$ cat config.mk
export PLATFORM = sky130hd
export DESIGN_NAME = count_seq_monitor
export DESIGN_NICKNAME = d
export VERILOG_FILES = /design/src/rtl/count_seq_monitor_pkg.sv /design/src/rtl/count_seq_monitor_sat_counter.sv /design/src/rtl/count_seq_monitor.sv
export SDC_FILE = /design/constraint.sdc
export NUM_CORES = 1
export LEC_CHECK = 0
export CAP_MARGIN = 15
export CORE_MARGIN = 5
export CORE_UTILIZATION = 55
export DETAILED_ROUTE_END_ITERATION = 8
export GPL_ROUTABILITY_DRIVEN = 0
export PLACE_DENSITY = 0.82
export SKIP_CTS_REPAIR_TIMING = 1
export SYNTH_ARGS = -nofsm -noshare
export SYNTH_HDL_FRONTEND = slang
export SYNTH_SLANG_ARGS = --single-unit
$ cat constraint.sdc
create_clock -name clk -period 5.6 [get_ports clk]
set_clock_uncertainty 0.2 [all_clocks]
set_input_delay 1.68 -clock clk [delete_from_list [all_inputs] [get_ports clk]]
set_output_delay 1.68 -clock clk [all_outputs]
set_load 0.01 [all_outputs]
$ cat src/rtl/count_seq_monitor_pkg.sv
// Shared types and constants for the count sequence monitor.
// Holds the FSM state encoding and the sticky error-code values.
package count_seq_monitor_pkg;

    typedef enum logic [1:0] {
        ACQ   = 2'd0,
        LOCK  = 2'd1,
        TRACK = 2'd2
    } state_t;

    localparam logic [1:0] ERR_NONE  = 2'b00;
    localparam logic [1:0] ERR_STUCK = 2'b01;
    localparam logic [1:0] ERR_SKIP  = 2'b10;
    localparam logic [1:0] ERR_BOTH  = 2'b11;

    // Error-code bit contributed by a single failed step.
    function automatic logic [1:0] err_bit(input logic stuck);
        return stuck ? ERR_STUCK : ERR_SKIP;
    endfunction

endpackage

$ cat src/rtl/count_seq_monitor_sat_counter.sv
// Saturating up-counter with synchronous active-low reset.
// Holds at all-ones instead of rolling over.
module sat_counter #(
    parameter int W = 8
) (
    input  logic         clk,
    input  logic         rst,
    input  logic         i_inc,
    output logic [W-1:0] o_count
);

    logic [W-1:0] r_count;

    always_ff @(posedge clk) begin
        if (!rst) begin
            r_count <= '0;
        end else if (i_inc && (r_count != '1)) begin
            r_count <= r_count + W'(1);
        end
    end

    assign o_count = r_count;

endmodule

$ cat src/rtl/count_seq_monitor.sv
// Checks that count_in advances by exactly +1 (mod 2^WIDTH) every clock,
// reporting lock status, wrap events, a saturating wrap tally and sticky errors.
module count_seq_monitor
    import count_seq_monitor_pkg::*;
#(
    parameter int WIDTH      = 3,
    parameter int WRAP_CNT_W = 8,
    parameter int LOCK_N     = 2
) (
    input  logic                  clk,
    input  logic                  rst,
    input  logic [WIDTH-1:0]      count_in,
    input  logic                  clr_err,
    output logic                  in_sync,
    output logic                  wrap_pulse,
    output logic [WRAP_CNT_W-1:0] wrap_count,
    output logic                  err_flag,
    output logic [1:0]            err_code,
    output logic [WIDTH-1:0]      last_good
);

    localparam int GW = (LOCK_N < 2) ? 1 : $clog2(LOCK_N + 1);

    state_t           r_state;
    logic [WIDTH-1:0] r_prev;
    logic [WIDTH-1:0] r_last_good;
    logic [GW-1:0]    r_good_cnt;
    logic             r_in_sync;
    logic             r_wrap_pulse;
    logic             r_err_flag;
    logic [1:0]       r_err_code;

    logic             w_step_ok;
    logic             w_stuck;
    logic             w_err;
    logic             w_wrap;
    logic             w_lock_done;
    logic [1:0]       w_err_bit;

    assign w_step_ok   = (count_in == r_prev + WIDTH'(1));
    assign w_stuck     = (count_in == r_prev);
    assign w_err       = (r_state != ACQ) && !w_step_ok;
    assign w_err_bit   = err_bit(w_stuck);
    assign w_lock_done = ((int'(r_good_cnt) + 1) == LOCK_N);
    // Wrap only counts when already tracking; the tally below sees it on the same edge as the pulse.
    assign w_wrap      = (r_state == TRACK) && w_step_ok && (r_prev == '1) && (count_in == '0);

    always_ff @(posedge clk) begin
        if (!rst) begin
            r_state      <= ACQ;
            r_prev       <= '0;
            r_last_good  <= '0;
            r_good_cnt   <= '0;
            r_in_sync    <= 1'b0;
            r_wrap_pulse <= 1'b0;
            r_err_flag   <= 1'b0;
            r_err_code   <= ERR_NONE;
        end else begin
            r_prev       <= count_in;
            r_wrap_pulse <= w_wrap;

            // A new error beats clr_err; when both coincide only the new error's bit survives.
            if (w_err) begin
                r_err_flag <= 1'b1;
                r_err_code <= clr_err ? w_err_bit : (r_err_code | w_err_bit);
            end else if (clr_err) begin
                r_err_flag <= 1'b0;
                r_err_code <= ERR_NONE;
            end

            unique case (r_state)
                ACQ: begin
                    r_good_cnt <= '0;
                    r_in_sync  <= 1'b0;
                    r_state    <= LOCK;
                end
                LOCK: begin
                    if (w_step_ok) begin
                        r_last_good <= count_in;
                        r_good_cnt  <= r_good_cnt + GW'(1);
                        if (w_lock_done) begin
                            r_state   <= TRACK;
                            r_in_sync <= 1'b1;
                        end
                    end else begin
                        r_good_cnt <= '0;
                    end
                end
                TRACK: begin
                    if (w_step_ok) begin
                        r_last_good <= count_in;
                    end else begin
                        r_in_sync  <= 1'b0;
                        r_good_cnt <= '0;
                        r_state    <= LOCK;
                    end
                end
                default: begin
                    r_state   <= ACQ;
                    r_in_sync <= 1'b0;
                end
            endcase
        end
    end

    sat_counter #(
        .W(WRAP_CNT_W)
    ) u_wrap_cnt (
        .clk    (clk),
        .rst    (rst),
        .i_inc  (w_wrap),
        .o_count(wrap_count)
    );

    assign in_sync    = r_in_sync;
    assign wrap_pulse = r_wrap_pulse;
    assign err_flag   = r_err_flag;
    assign err_code   = r_err_code;
    assign last_good  = r_last_good;

endmodule

==> metrics.cfg, run 1 <==
[floorplan]
fp.dieArea_um2 = 3270
floorplan.initialDensity_pct = 56.4
io_pins = 22
fp.dieW_um = 57.2
die_y_um = 57.2
core-area_um2 = 2170
rows = 17

[logic_synthesis]
synth-async-reset-ratio_pct = 0
synth_area_leaders = dfxtp_1, ha_1, nand2_1
synth_seq_cells = 23
ys_types = 40
yosysWarningCount = 0
synth_edf_count = 0
synth_area_leader_cell = dfxtp_1
ys_seq_area_share_pct = 37.6
synth_top_area_share_pct = 37.6
syn-num-nets = 152
synth_ff_type = dfxtp_1
netlist_instances = 136
netlist_area_um2 = 1220
syn_avg_cell_area_um2 = 9.00

[timing]
fin_crit_sh_pct = 64.2
hold_slack_ps = 268
worst_slew_pin_slew_ps = 588
setup_tns_ps = 0
setup_violations = 0
maxSlewHeadroom_pct = 60.5
fmax_mhz = 278
hold_viol = 0
fin_crit_ps = 3590
rsz0062_at_grt = no
final-max-slew-violation-count = 0

[routing]
finalWirelength_um = 2540
post_drt_wl_per_cell_um = 14.0
first_pass_iters = 4
vias = 1036
drt_iter0_markers = 31
vias_per_cell = 5.72
final_antenna_net_count = 0
drc = 0

[cells_and_area]
layout-drive-gt1-share_pct = 5.23
nNetsFinal = 170
multi_input_area_um2 = 701
n_antenna_cell = 0
seq_area_um2 = 460
nFillCells = 196
areaGrowthSynthToFinish_pct = 18.9

[cts]
cts_tree = built
clk_latency_ps = 320
cts-root-buf = clkbuf_4
path_clk_slew_ps = 130
cts_made_buffers = 3
htreeDepth = 1
clock_path_buffers = 2
cts_sinks = 23

[global_route]
grt_pass1_vias = 1012
grt_first_pass_wirelength_um = 4560
overflow = 0
grtUsageTotal_pct = 17.4
antenna_found_initial = 0
grt_max_degree = 19

[pwr]
seqPwrFrac_pct = 50.4
p_per_area_nw_per_um2 = 257
clkPwrFrac_pct = 21.4
switching_share_pct = 32.7
p_leak_uw = 0.000519
combPwrFrac_pct = 28.1
p_switching_uw = 123
internal-power_uw = 252
finalPower_uw = 374
peakVddDrop_uv = 194

[setup_path]
cp_top_family = simple AND/OR/NAND/NOR gates
slowest_delay_ps = 520
critPathBufInv = 1
path_class = input port to flip-flop
cp_slowest_cell = clkdlybuf4s50_1
end_kind = flip-flop
reg2reg_depth = 6
path_cells = clkdlybuf4s50_1 -> xnor2_1 -> nand3_2 -> or4_1 -> o32ai_1
cp_data_required_time_ps = 5630
cp.depth = 5
path_max_fanout = 11
critPathArrivalTime_ps = 3630
start_kind = input port

[status]
status = completed

[job]
drv_cap = 0

[placement]
place.port_buffers = 21
dp_hpwl_um = 1890

[min_path]
hp-class = flip-flop to flip-flop
hold_depth = 2

[placed cells by master, fill, tap and decap left out, types with 2 or more instances in the layout]
cell	count
clkdlybuf4s50_1	21
nand3_1	5
a21oi_1	7
and3_1	4
nor4_1	5
nand4b_1	2
o31ai_1	3
and2_1	2
xnor2_1	2
nor3_1	3
ha_1	10
or4_1	3
dfxtp_1	23
a31oi_1	2
clkbuf_4	3
xor2_1	2
mux2i_1	4
nand2b_1	5
nor4b_1	2
inv_1	6
nor2_1	3
nand2_1	16
o211ai_1	2
a41oi_1	2
[worst register-to-register path: stages (launching register included)]
cell and delay [ps]:
dfxtp_1 360, ha_1 210, ha_1 300, xnor2_1 370
nand3_2 260, or4_1 500, o32ai_1 230
[power groups by stage]
stage	clock [µW]	sequential, µW	combinational [µW]
6_report	80.3	189	105
2_1_floorplan	0	194	68.8
3_5_place_dp	0	193	105
4_1_cts	79.1	189	106
3_3_place_gp	0	193	101
5_1_grt	89.6	191	118
[flip-flops by register name, indices dropped and copies added, names as in the netlist]
register and flops:
r_good_cnt 2, in_sync 1, err_flag 1, err_code 2, wrap_pulse 1, u_wrap_cnt.o_count 8
last_good 3, r_prev 3, r_state 2
[worst paths after layout]
kind,end,slack (ps),start
setup / recovery,r_good_cnt[1],2010,count_in[2]
hold reg to reg,last_good[1],270,last_good[1]
hold / removal,last_good[1],270,last_good[1]
setup reg to reg,r_good_cnt[1],3080,r_prev[0]
[Yosys cell counts (2+ instances only)]
cell,instances
o211ai_1,2
mux2i_1,4
dfxtp_1,23
and3_1,4
or4_1,3
xnor2_1,2
a31oi_1,2
nand4b_1,2
clkbuf_1,5
buf_2,2
nand2b_1,5
a41oi_1,2
nand2_1,16
xor2_1,2
o31ai_1,3
nand3_1,5
a21oi_1,7
nor3_1,3
nor4b_1,2
inv_1,6
nor2_1,3
nor4_1,5
ha_1,10
and2_1,2
[per-layer routing]
| layer | track usage [%] | wire, µm | up-vias |
|---|---|---|---|
| met5 | 0 | 0 | - |
| met4 | 7.95 | 53 | 0 |
| met3 | 2.94 | 115 | 5 |
| met2 | 29.4 | 1200 | 22 |
| met1 | 21.5 | 1170 | 479 |
| li1 | - | - | 530 |
[kinds of logic (layout without fill, tap and decap cells)]
family                   count (synthesis)  count (layout)  synth area share (%)
AND/OR/NAND/NOR                         57              57                  26.6
AO/OA/AOI/OAI                           23              23                  13.0
flip-flops                              23              23                  37.6
buffers and inverters                   14              31                  5.11
adder cells (fa/ha/maj)                 10              10                  10.2
XOR/XNOR                                 5               5                  4.19
multiplexers                             4               4                  3.27
[cell type report]
class,instances,area share (%)
Multi-Input combinational cell,99,48.2
Sequential cell,23,31.6
Timing Repair Buffer,21,14.4
Tap cell,28,2.41
Clock buffer,4,1.81
Inverter,6,1.55
[metrics by stage]
step                std cells  util, %  worst slack, ps  area, µm²
floorplan                 136        -             2470       1220
global placement          177     65.9             1770       1430
detailed placement        177     65.9             1710       1430
CTS                       181     67.1             2010       1460
global route              181     67.1             1810       1460
finish                    181     67.1             2010       1460
(Power assumes the default switching activity.)
==> run 2, diff against run 1 <==
CORE_UTILIZATION = 46   (was 55)
PLACE_DENSITY = 0.73   (was 0.82)
clock period = 3.3 ns   (was 5.6 ns; I/O delays follow)
==> run 2 against run 1 <==
  * Clock power up 61%
  * Sequential power grew 70%
  * Sequential cell count unchanged
  * Wire length rose by 3.2%
  * Power rose by 69%
  * Core utilization shrank 7.6 points
  * Via count grew 1.4%
  * Combinational power rose by 73%
  * Worst hold slack improved by 5.1 ps
  * Non-clock buffer count up 4
  * Die area is 16% higher
==> metrics.cfg, run 2 (same netlist as run 1, synthesis figures left out) <==
[status]
status = completed

[placement]
place_ws_ps = 170  ; -1530 ps
dp_hpwl_um = 2070  ; +9.5%
place.port_buffers = 21  ; unchanged

[setup_path]
path_max_fanout = 10  ; -1
slowest_delay_ps = 730  ; +210 ps
path_class = input port to flip-flop
cp_data_required_time_ps = 3340  ; -2290 ps
path_cells = clkdlybuf4s50_1 -> or4_1 -> or4_1 -> a21oi_1
end_kind = flip-flop
critPathArrivalTime_ps = 2840  ; -790 ps
cp_slowest_cell = or4_1
crit_top_cell = or4_1
start_kind = input port

[cells_and_area]
nNetsFinal = 174  ; +2.4%
seq_area_um2 = 460  ; unchanged
layout-drive-gt1-share_pct = 7.64  ; +2.4 points
areaGrowthSynthToFinish_pct = 21.6
largest_register_ffs = 8  ; unchanged
final_common_cell = dfxtp_1
nFillCells = 228  ; +16%
multi_input_area_um2 = 701  ; unchanged
layout_common_cells = dfxtp_1, clkdlybuf4s50_1, nand2_1
n_antenna_cell = 0  ; unchanged

[floorplan]
rows = 18  ; +1
fp.dieW_um = 61.6  ; +7.7%
die_y_um = 61.6  ; +7.7%
fp.dieArea_um2 = 3790  ; +16%
floorplan.initialDensity_pct = 48.9  ; -7.5 points
io_pins = 22  ; unchanged
core-area_um2 = 2500  ; +15%

[routing]
wl_met1_um = 1250  ; +6.8%
finalWirelength_um = 2620  ; +3.2%
first_pass_iters = 4  ; unchanged
wl_met3_um = 110  ; -4.3%
post_drt_wl_per_cell_um = 14.0  ; -0.12%
final_antenna_net_count = 0  ; unchanged
drc = 0  ; unchanged
met2_wirelength_um = 1260  ; +4.8%
vias_per_cell = 5.61  ; -1.9%
vias = 1050  ; +1.4%
top_layer = met3
drt_iter0_markers = 41  ; +32%

[timing]
fin_crit_sh_pct = 84.9
rsz0062_at_grt = no
maxSlewHeadroom_pct = 59.6  ; -0.83 points
fin_crit_ps = 2800
hold_viol = 0  ; unchanged
worst_slew_pin_slew_ps = 600  ; +12.4 ps
fmax_mhz = 357
final.setup.worst_slack_ps = 499  ; -1510 ps
final-max-slew-violation-count = 0  ; unchanged
setup_violations = 0  ; unchanged
setup_tns_ps = 0  ; unchanged

[pwr]
p_per_area_nw_per_um2 = 426  ; +65%
p_leak_uw = 0.000538  ; +3.7%
peakVddDrop_uv = 284  ; +46%

[cts]
cts-root-buf = clkbuf_4
clock_path_buffers = 2  ; unchanged
htreeDepth = 1  ; unchanged
cts_sinks = 23  ; unchanged
cts_made_buffers = 3  ; unchanged
clk_latency_ps = 300  ; -20 ps
cts_tree = built
path_clk_slew_ps = 120  ; about the same

[min_path]
hp-class = flip-flop to flip-flop

[global_route]
grt_pass1_vias = 1013  ; +0.099%
grt_max_degree = 19  ; unchanged
overflow = 0  ; unchanged
grt_first_pass_wirelength_um = 4630  ; +1.5%
grtUsageTotal_pct = 16.2  ; -1.2 points
antenna_found_initial = 0  ; unchanged

[job]
drv_cap = 0  ; unchanged

[run 2: cell count changes in the layout (fill, tap and decap cells not counted)]
cell | before | now
buf_4 | 0 | 4
[run 2: critical path: cells and delay by family]
family	cells	cell delay, ps
AOI/OAI and AO/OA	1	140
and+or+nand+nor	2	1180
buffers and inverters	1	520
[run 2: layout make-up]
cell class                      count  area share, %
Clock buffer                        4           1.77
Multi-Input combinational cell     99           47.1
Sequential cell                    23           31.0
Tap cell                           30           2.52
Inverter                            6           1.51
Timing Repair Buffer               25           16.1
[run 2: where the power goes]
group / total (µW) / switching, µW / internal, µW
clock: 129 / 81.4 / 47.1
combinational: 182 / 97.2 / 85.0
sequential: 322 / 21.8 / 301
[run 2: worst paths after layout]
check / start / end / slack, ps / depth (start not counted)
min reg2reg: last_good[1] / last_good[1] / 270 / 2
min: last_good[1] / last_good[1] / 270 / 2
max reg2reg: r_prev[0] / r_good_cnt[1] / 940 / 6
max: count_in[0] / u_wrap_cnt.o_count[0] / 500 / 4
[run 2: routing by layer]
metal	track usage [%]	vias up
met4	3.94	0
met3	2.73	0
li1	-	536
met1	21.1	488
met2	27.8	26
met5	0	-
[run 2: per-stage QoR]
| stage | power, µW | cell area [µm²] | instances | hold WS, ps | utilization (%) |
|---|---|---|---|---|---|
| after global routing | 684 | 1490 | 187 | 295 | 59.5 |
| after floorplan | 447 | 1220 | 136 | 248 | - |
| final | 633 | 1490 | 187 | 273 | 59.5 |
| after CTS | 641 | 1490 | 187 | 276 | 59.5 |
| after detailed placement | 514 | 1460 | 183 | 259 | 58.5 |
| after global placement | 506 | 1460 | 183 | 245 | 58.5 |
==> run 3, diff against run 2 <==
CORE_UTILIZATION = 51   (was 46)
PLACE_DENSITY = 0.77   (was 0.73)
clock period = 2.6 ns   (was 3.3 ns; I/O delays follow)
==> run 3 against run 2 <==
  * Worst hold slack got worse by 4.9 ps
  * Design area increased by 4.3%
  * Critical path depth unchanged
  * Via count increased by 4.3%
  * Critical path type unchanged
  * Final cell count increased by 3.2%
  * Largest cell class unchanged
  * Critical endpoint unchanged
  * Largest power group unchanged
  * Count of clock-buffer cells in the layout unchanged
  * Clock power increased by 29%
==> metrics.cfg, run 3 (same netlist as run 1, synthesis figures left out) <==
[routing]
post_drt_wl_per_cell_um = 14.2  ; +1.2%
drc = 0  ; unchanged
final_antenna_net_count = 0  ; unchanged
drt_iter0_markers = 37  ; -9.8%
vias_per_cell = 5.67  ; +1.0%
first_pass_iters = 7  ; +3
vias = 1095  ; +4.3%
finalWirelength_um = 2740  ; +4.5%

[setup_path]
path_max_fanout = 8  ; -2
path_class = input port to flip-flop
end_kind = flip-flop
cp_data_required_time_ps = 2660  ; -680 ps
start_kind = input port
r2r-start = r_state[0]
critPathArrivalTime_ps = 2570  ; -270 ps
critPathLaunch = count_in[2]

[timing]
worst_slew_pin_slew_ps = 388  ; -213 ps
fmax_mhz = 398
rsz0062_at_grt = no
final-max-slew-violation-count = 0  ; unchanged
setup_violations = 0  ; unchanged
fin_crit_ps = 2510
setup_tns_ps = 0  ; unchanged
hold_viol = 0  ; unchanged
fin_crit_sh_pct = 96.6
hold_slack_ps = 268  ; -4.88 ps
maxSlewHeadroom_pct = 73.8  ; +14 points

[global_route]
grtUsageTotal_pct = 17.4  ; +1.2 points
grt_first_pass_wirelength_um = 4660  ; +0.76%
overflow = 0  ; unchanged
antenna_found_initial = 0  ; unchanged
grt_max_degree = 18  ; -1
grt_pass1_vias = 1032  ; +1.9%

[cells_and_area]
areaGrowthSynthToFinish_pct = 26.8
n_antenna_cell = 0  ; unchanged
largest_register_ffs = 8  ; unchanged
layout-drive-gt1-share_pct = 12.7  ; +5.1 points
nNetsFinal = 182  ; +4.6%
layout_common_cells = dfxtp_1, clkdlybuf4s50_1, nand2_1
final_util_pct = 68.8  ; +9.3 points
fin_cells = 193  ; +3.2%
final_common_cell = dfxtp_1

[placement]
place_inst = 189  ; +3.3%
place.port_buffers = 21  ; unchanged
dp_hpwl_um = 2100  ; +1.5%

[cts]
clock_path_buffers = 2  ; unchanged
cts_tree = built
cts_sinks = 23  ; unchanged
clk_latency_ps = 310  ; about the same
cts-root-buf = clkbuf_4
path_clk_slew_ps = 120  ; about the same
cts_made_buffers = 3  ; unchanged
htreeDepth = 1  ; unchanged

[floorplan]
floorplan.initialDensity_pct = 54.3  ; +5.3 points
die_y_um = 59.0  ; -4.2%
fp.dieW_um = 59.0  ; -4.2%
core-area_um2 = 2250  ; -9.8%
rows = 17  ; -1
io_pins = 22  ; unchanged
fp.dieArea_um2 = 3480  ; -8.2%

[pwr]
p_leak_uw = 0.000577  ; +7.2%
p_per_area_nw_per_um2 = 530  ; +24%
peakVddDrop_uv = 487  ; +72%
finalPower_uw = 822  ; +30%

[min_path]
hold_start = err_code[1]
hp-class = flip-flop to flip-flop

[job]
drv_cap = 0  ; unchanged

[status]
status = completed

-- run 3: where the power goes --
part | leakage [µW] | internal [µW] | switching, µW
Clock | 0.0000150 | 59.9 | 107
Combinational | 0.000375 | 117 | 131
Sequential | 0.000187 | 382 | 26.6
Total | 0.000577 | 558 | 264
-- run 3: area by class of cell --
cell class | count | area [µm²]
well taps | 28 | 35.0
inverters | 6 | 22.5
repair buffers | 33 | 300
fillers | 200 | 703
flip-flops and latches | 23 | 460
multi-input cells | 99 | 707
clock buffers | 4 | 26.3
-- run 3: through the flow --
stage | instance area, µm² | setup slack [ps]
after floorplan | 1220 | 368
after global placement | 1520 | -194
after detailed placement | 1520 | -229
after CTS | 1550 | 107
after global routing | 1550 | 31.0
final | 1550 | 87.3
-- run 3: worst paths after layout --
path | end | slack [ps] | cells after the start
worst max register to register | u_wrap_cnt.o_count[0] | 360 | 6
worst min-delay path | err_code[1] | 270 | 2
worst max-delay path | u_wrap_cnt.o_count[0] | 90 | 4
worst min register to register | err_code[1] | 270 | 2
-- run 3: routing by layer --
metal	global-route usage (%)	up-vias	wire (µm)	part of all wire, %
met2	26.8	34	1290	47
met1	23.5	503	1240	45
met4	8.74	0	51	1.9
met3	2.61	5	160	5.8
li1	-	553	-	-
met5	0	-	0	0
-- run 3: critical path, stage by stage --
cell             delay (ps)
clkdlybuf4s50_1         480
or4_1                   700
or4_1                   460
a21oi_1                 140
